--- src/rtl/imem_loader.sv ---
// imem_loader: writer-side loader for the processor's read-only instruction memory.
//
// Accepts a framed byte stream (length hi, length lo, N x 4 data bytes, MSB first)
// and writes the assembled 32-bit words to consecutive word addresses starting at 0.
// The processor is held off (cpu_hold) for the whole load.
//
// Optional feature macro: IMEM_LOADER_CKSUM_EN
//   When defined, a trailing 8-bit checksum byte (sum of data bytes mod 256) is
//   accepted after the data; a mismatch sets err.
//
// Ports:
//   CLK, RST          clock, asynchronous active-high reset
//   start             one-cycle load request, sampled only in IDLE
//   rx_data/rx_valid  input byte stream; rx_ready says a byte is taken this cycle
//   im_we/im_addr/im_wdata  instruction memory write port (one cycle per word)
//   cpu_hold, busy    high while the loader is not idle
//   done              one-cycle pulse at end of a load
//   err               sticky error flag, cleared by the next accepted start
module imem_loader #(
    parameter int unsigned AW = 10,
    parameter int unsigned DW = 32
) (
    input  logic          CLK,
    input  logic          RST,
    input  logic          start,
    input  logic [7:0]    rx_data,
    input  logic          rx_valid,
    output logic          rx_ready,
    output logic          im_we,
    output logic [AW-1:0] im_addr,
    output logic [DW-1:0] im_wdata,
    output logic          cpu_hold,
    output logic          busy,
    output logic          done,
    output logic          err
);

`ifdef IMEM_LOADER_CKSUM_EN
    typedef enum logic [2:0] {
        StIdle, StLenHi, StLenLo, StData, StWrite, StCksum, StDone
    } state_e;
`else
    typedef enum logic [2:0] {
        StIdle, StLenHi, StLenLo, StData, StWrite, StDone
    } state_e;
`endif

    state_e        state_q, state_d;
    logic [15:0]   len_q, len_d;
    logic [AW-1:0] addr_q, addr_d;
    logic [1:0]    byte_cnt_q, byte_cnt_d;
    logic [15:0]   word_cnt_q, word_cnt_d;
    logic [DW-1:0] word_q, word_d;
    logic [AW-1:0] im_addr_q, im_addr_d;
    logic [DW-1:0] im_wdata_q, im_wdata_d;
    logic          err_q, err_d;
`ifdef IMEM_LOADER_CKSUM_EN
    logic [7:0]    sum_q, sum_d;
`endif

    logic        xfer;
    logic [15:0] len_full;

    assign len_full = {len_q[15:8], rx_data};

    always_comb begin
        rx_ready = 1'b0;
        unique case (state_q)
            StLenHi, StLenLo, StData: rx_ready = 1'b1;
`ifdef IMEM_LOADER_CKSUM_EN
            StCksum:                  rx_ready = 1'b1;
`endif
            default:                  rx_ready = 1'b0;
        endcase
    end

    assign xfer = rx_valid & rx_ready;

    always_comb begin
        state_d    = state_q;
        len_d      = len_q;
        addr_d     = addr_q;
        byte_cnt_d = byte_cnt_q;
        word_cnt_d = word_cnt_q;
        word_d     = word_q;
        im_addr_d  = im_addr_q;
        im_wdata_d = im_wdata_q;
        err_d      = err_q;
`ifdef IMEM_LOADER_CKSUM_EN
        sum_d      = sum_q;
`endif

        case (state_q)
            StIdle: begin
                if (start) begin
                    state_d    = StLenHi;
                    err_d      = 1'b0;
                    addr_d     = '0;
                    byte_cnt_d = '0;
                    word_cnt_d = '0;
`ifdef IMEM_LOADER_CKSUM_EN
                    sum_d      = 8'h00;
`endif
                end
            end
            StLenHi: begin
                if (xfer) begin
                    len_d[15:8] = rx_data;
                    state_d     = StLenLo;
                end
            end
            StLenLo: begin
                if (xfer) begin
                    len_d[7:0] = rx_data;
                    // Lengths beyond memory capacity are rejected before any write.
                    if ({16'h0000, len_full} > (32'd1 << AW)) begin
                        err_d   = 1'b1;
                        state_d = StIdle;
                    end else if (len_full == 16'h0000) begin
`ifdef IMEM_LOADER_CKSUM_EN
                        state_d = StCksum;
`else
                        state_d = StDone;
`endif
                    end else begin
                        state_d = StData;
                    end
                end
            end
            StData: begin
                if (xfer) begin
                    word_d     = {word_q[DW-9:0], rx_data};
                    byte_cnt_d = byte_cnt_q + 2'd1;
`ifdef IMEM_LOADER_CKSUM_EN
                    sum_d      = sum_q + rx_data;
`endif
                    if (byte_cnt_q == 2'd3) begin
                        // Capture the write port values so they hold after WRITE.
                        state_d    = StWrite;
                        im_addr_d  = addr_q;
                        im_wdata_d = word_d;
                    end
                end
            end
            StWrite: begin
                addr_d     = addr_q + 1'b1;
                word_cnt_d = word_cnt_q + 16'd1;
                if (word_cnt_d == len_q) begin
`ifdef IMEM_LOADER_CKSUM_EN
                    state_d = StCksum;
`else
                    state_d = StDone;
`endif
                end else begin
                    state_d = StData;
                end
            end
`ifdef IMEM_LOADER_CKSUM_EN
            StCksum: begin
                if (xfer) begin
                    if (rx_data != sum_q) begin
                        err_d = 1'b1;
                    end
                    state_d = StDone;
                end
            end
`endif
            StDone: begin
                state_d = StIdle;
            end
            default: begin
                state_d = StIdle;
            end
        endcase
    end

    always_ff @(posedge CLK or posedge RST) begin
        if (RST) begin
            state_q    <= StIdle;
            len_q      <= '0;
            addr_q     <= '0;
            byte_cnt_q <= '0;
            word_cnt_q <= '0;
            word_q     <= '0;
            im_addr_q  <= '0;
            im_wdata_q <= '0;
            err_q      <= 1'b0;
`ifdef IMEM_LOADER_CKSUM_EN
            sum_q      <= 8'h00;
`endif
        end else begin
            state_q    <= state_d;
            len_q      <= len_d;
            addr_q     <= addr_d;
            byte_cnt_q <= byte_cnt_d;
            word_cnt_q <= word_cnt_d;
            word_q     <= word_d;
            im_addr_q  <= im_addr_d;
            im_wdata_q <= im_wdata_d;
            err_q      <= err_d;
`ifdef IMEM_LOADER_CKSUM_EN
            sum_q      <= sum_d;
`endif
        end
    end

    assign im_we    = (state_q == StWrite);
    assign im_addr  = im_addr_q;
    assign im_wdata = im_wdata_q;
    assign busy     = (state_q != StIdle);
    assign cpu_hold = busy;
    assign done     = (state_q == StDone);
    assign err      = err_q;

endmodule

--- config.mk ---
export PLATFORM = sky130hd
export DESIGN_NAME = imem_loader
export DESIGN_NICKNAME = d
export VERILOG_FILES = /design/src/rtl/imem_loader.sv
export SDC_FILE = /design/constraint.sdc
export NUM_CORES = 1
export LEC_CHECK = 0
export BUFFER_PORTS_ARGS = -buffer_cell sky130_fd_sc_hd__buf_2
export CAP_MARGIN = 20
export CORE_UTILIZATION = 45
export CTS_BUF_LIST = sky130_fd_sc_hd__clkbuf_4 sky130_fd_sc_hd__clkbuf_8
export DETAILED_ROUTE_END_ITERATION = 16
export PLACE_DENSITY_LB_ADDON = 0.08
export REMOVE_ABC_BUFFERS = 1
export SLEW_MARGIN = 20
export SYNTH_ARGS = -nofsm -noshare
export SYNTH_HDL_FRONTEND = slang
export SYNTH_SLANG_ARGS = --single-unit
--- constraint.sdc ---
create_clock -name CLK -period 7.5 [get_ports CLK]
set_input_delay 0.375 -clock CLK [delete_from_list [all_inputs] [get_ports CLK]]
set_output_delay 0.375 -clock CLK [all_outputs]
set_load 0.02 [all_outputs]
==> flow_summary_export.csv <==
group,metric,value,unit
drt,wl_per_cell,15.56,um
hold_path,holdCritPathClass,"in -> async",
grt,grt_pass1_vias,3633,
sta,rsz0062_at_grt,"no",
placed_design,globalplace.congestion,0.7936,
synth,synth_top_area_frac,0.5347,
grt,grt_max_degree,69,
synth,synth_ff_type,"dfrtp_1",
worst_setup_path,rr_startpoint,"word_cnt_q[0]$_DFFE_PP0P_",
finish,nNetsFinal,563,
outcome,status,"finished, final reports clean",
pwr,p_per_area,317.2,nW/um^2
die,coreArea,11470,um^2
sta,worstMarginPinSlew,1059,ps
worst_setup_path,startpoint_type,"flop",
grt,grt_usage,0.1937,
sta,post-route-period-util,0.3992,
pwr,peakVddDrop,187.7,uV
synth,synth_edf_count,0,
drt,drt-pass1-iter-count,4,
synth,ys_seq_area_frac,0.5347,
worst_setup_path,crit_arrival,2620,ps
finish,drive_above_1_share,0.3018,
finish,antennaDiodeCount,0,
placed_design,io_buffer_count,59,
synth,synth.distinct_cells,48,
drt,wirelength,10.94,mm
synth,synth_top_area_cell,"dfrtp_1",
die,num_rows,39,
placed_design,dpl.hpwl,7.212,mm
worst_setup_path,required,7120,ps
synth,synth_area,5335,um^2
worst_setup_path,startpoint,"state_q[0]$_DFFE_PP0P_",
clock_tree,cts-htree-levels,4,
synth,async_reset_ff_frac,1.000,
sta,final-setup-viol-count,0,
drt,vias,3745,
clock_tree,post_cts_buffers,0,
die,die_y,110.9,um
worst_setup_path,crit_path_end_kind,"primary output",
grt,grt_pass1_wl,18.66,mm
finish,final_cell_mix,"dfrtp_1, nand2_1, mux2_2, buf_2, o21ai_0",
synth,ys_ff_latch,114,
drt,postRouteAntennaNets,0,
die,die_w,110.9,um
synth,synth.avg_cell_area,10.80,um^2
sta,fin_crit,2994,ps
sta,clock.fmax,0.3340,GHz
drt,drcViolationCount,0,
clock_tree,worstSkewPairLatency,430,ps
synth,synth_top_cells_by_area,"dfrtp_1, mux2_2, nand2_1",
clock_tree,tritoncts.num_buffers,17,
finish,layout_commonest_cell,"dfrtp_1",
die,ios,60,
clock_tree,path_clk_slew,70,ps
clock_tree,cts_max_path_buffers,2,
pwr,leakage,3.054,nW
die,start_util,0.4652,
worst_setup_path,reg2regPathDepth,7,
finish,areaGrowthSynthToFinish,14.82,%
clock_tree,postCtsResizedCells,0,
clock_tree,cts.sinks,114,
die,fp.dieArea,12300,um^2
synth,synth_cells,494,
worst_setup_path,path_class,"reg -> out",
grt,grt-ovfl-total,0,
clock_tree,cts_root_buf,"clkbuf_8",
clock_tree,hold_buffers,0,
synth,ys.warnings.count,0,
sta,relSlewSlack,0.2879,
flow_run,drv_cap,0,
finish,fillCellCount,1030,
drt,dr.first_iter.drc_count,245,
worst_setup_path,crit_fanout,24,
placed_design,dpl_cell_area,5690,um^2
finish,final_area,6126,um^2
clock_tree,cts_tree,"yes",
sta,fin_setup_tns,0,ps
sta,hold_viol,0,
sta,final_max_slew_viol_count,0,
drt,vias_per_cell,5.327,
sta,finalClockSkew,9.916,ps
grt,antenna_found_initial,0,
[cell type report]
class / instances / area (um^2) / share of cell area
well taps: 143 / 178.9 / 0.02921
flip-flops and latches: 114 / 2853 / 0.4657
inverters: 6 / 25.02 / 0.004085
clock inverters: 8 / 125.1 / 0.02042
repair buffers: 62 / 317.8 / 0.05188
clock buffers: 23 / 310.3 / 0.05065
multi-input cells: 347 / 2316 / 0.3781
[sequential cells by signal (all words and copies together) (netlist names)]
signal,count
im_wdata,32
word_q,24
len_q,16
word_cnt_q,16
addr_q,10
im_addr,10
state_q,3
byte_cnt_q,2
err,1
[cells by family after synthesis]
kind of cell             count (synthesis)  synth area share
AO/OA/AOI/OAI                           70           0.07528
XOR/XNOR                                27           0.04433
adder cells (fa/ha/maj)                  3          0.007036
buffers and inverters                   33           0.03236
flip-flops                             114            0.5347
multiplexers                            62            0.1302
AND/OR/NAND/NOR                        185            0.1761
[critical path: stages (launching register included)]
cell and delay [ps]:
dfrtp_1 510, nor2_1 330, nand2_1 580, inv_2 510, buf_2 240
[per-layer routing]
| layer | share of wire | track usage | vias to the layer above | wire length, um |
|---|---|---|---|---|
| met1 | 0.50 | 0.2735 | 1843 | 5478 |
| met2 | 0.45 | 0.2857 | 67 | 4947 |
| met5 | 0 | 0 | - | 0 |
| met4 | 0.013 | 0.07733 | 0 | 146 |
| met3 | 0.033 | 0.04866 | 12 | 366 |
| li1 | - | - | 1823 | - |
[through the flow]
step           cells  hold WS (ps)    util  setup slack [ps]  total power, mW
3_5_place_dp     672         462.9  0.4962              4833            1.338
4_1_cts          703         13.43  0.5342              4484            1.968
5_1_grt          703         50.22  0.5342              4290            2.066
2_1_floorplan    467         441.8       -              4109            1.195
3_3_place_gp     672         454.8  0.4962              4834            1.324
6_report         703         13.36  0.5342              4506            1.943
[path summary, 6_finish.rpt]
check	end	slack, ps
min	im_wdata[27]$_DFFE_PP0P_	10
max in group asynchronous	im_wdata[16]$_DFFE_PP0P_	6230
min in group CLK	word_q[0]$_DFFE_PP0P_	210
min reg2reg	word_q[16]$_DFFE_PP0P_	480
max reg2reg	state_q[1]$_DFFE_PP0P_	4790
max	im_we	4510
[cell usage after synthesis, types with 2 or more instances]
| master | instances |
|---|---|
| dfrtp_1 | 114 |
| nand2_1 | 101 |
| mux2_2 | 59 |
| o21ai_0 | 40 |
| nor2_1 | 20 |
| xnor2_1 | 19 |
| nand3_1 | 16 |
| clkbuf_1 | 11 |
| nor3_1 | 11 |
| a21oi_1 | 10 |
| xor2_1 | 8 |
| nor4_1 | 6 |
| and3_1 | 5 |
| buf_1 | 5 |
| inv_1 | 5 |
| o31ai_1 | 5 |
| buf_4 | 4 |
| buf_6 | 4 |
| a21o_1 | 3 |
| buf_2 | 3 |
| ha_1 | 3 |
| mux2i_1 | 3 |
| nand4_1 | 3 |
| nor3b_1 | 3 |
| a22o_1 | 2 |
| a31oi_1 | 2 |
| nand3b_1 | 2 |
| nand4_4 | 2 |
| nor2b_1 | 2 |
| nor4_4 | 2 |
| o2111ai_1 | 2 |
| o21a_1 | 2 |
| or2_2 | 2 |
[where the power goes]
| group | internal [mW] | switching, mW | leakage [nW] | total (mW) |
|---|---|---|---|---|
| clock | 0.375 | 0.246 | 0.221 | 0.621 |
| sequential | 0.748 | 0.128 | 1.53 | 0.876 |
| combinational | 0.201 | 0.246 | 1.31 | 0.447 |
| total | 1.32 | 0.620 | 3.05 | 1.94 |
Note: power is estimated with default switching activity, not from simulation.
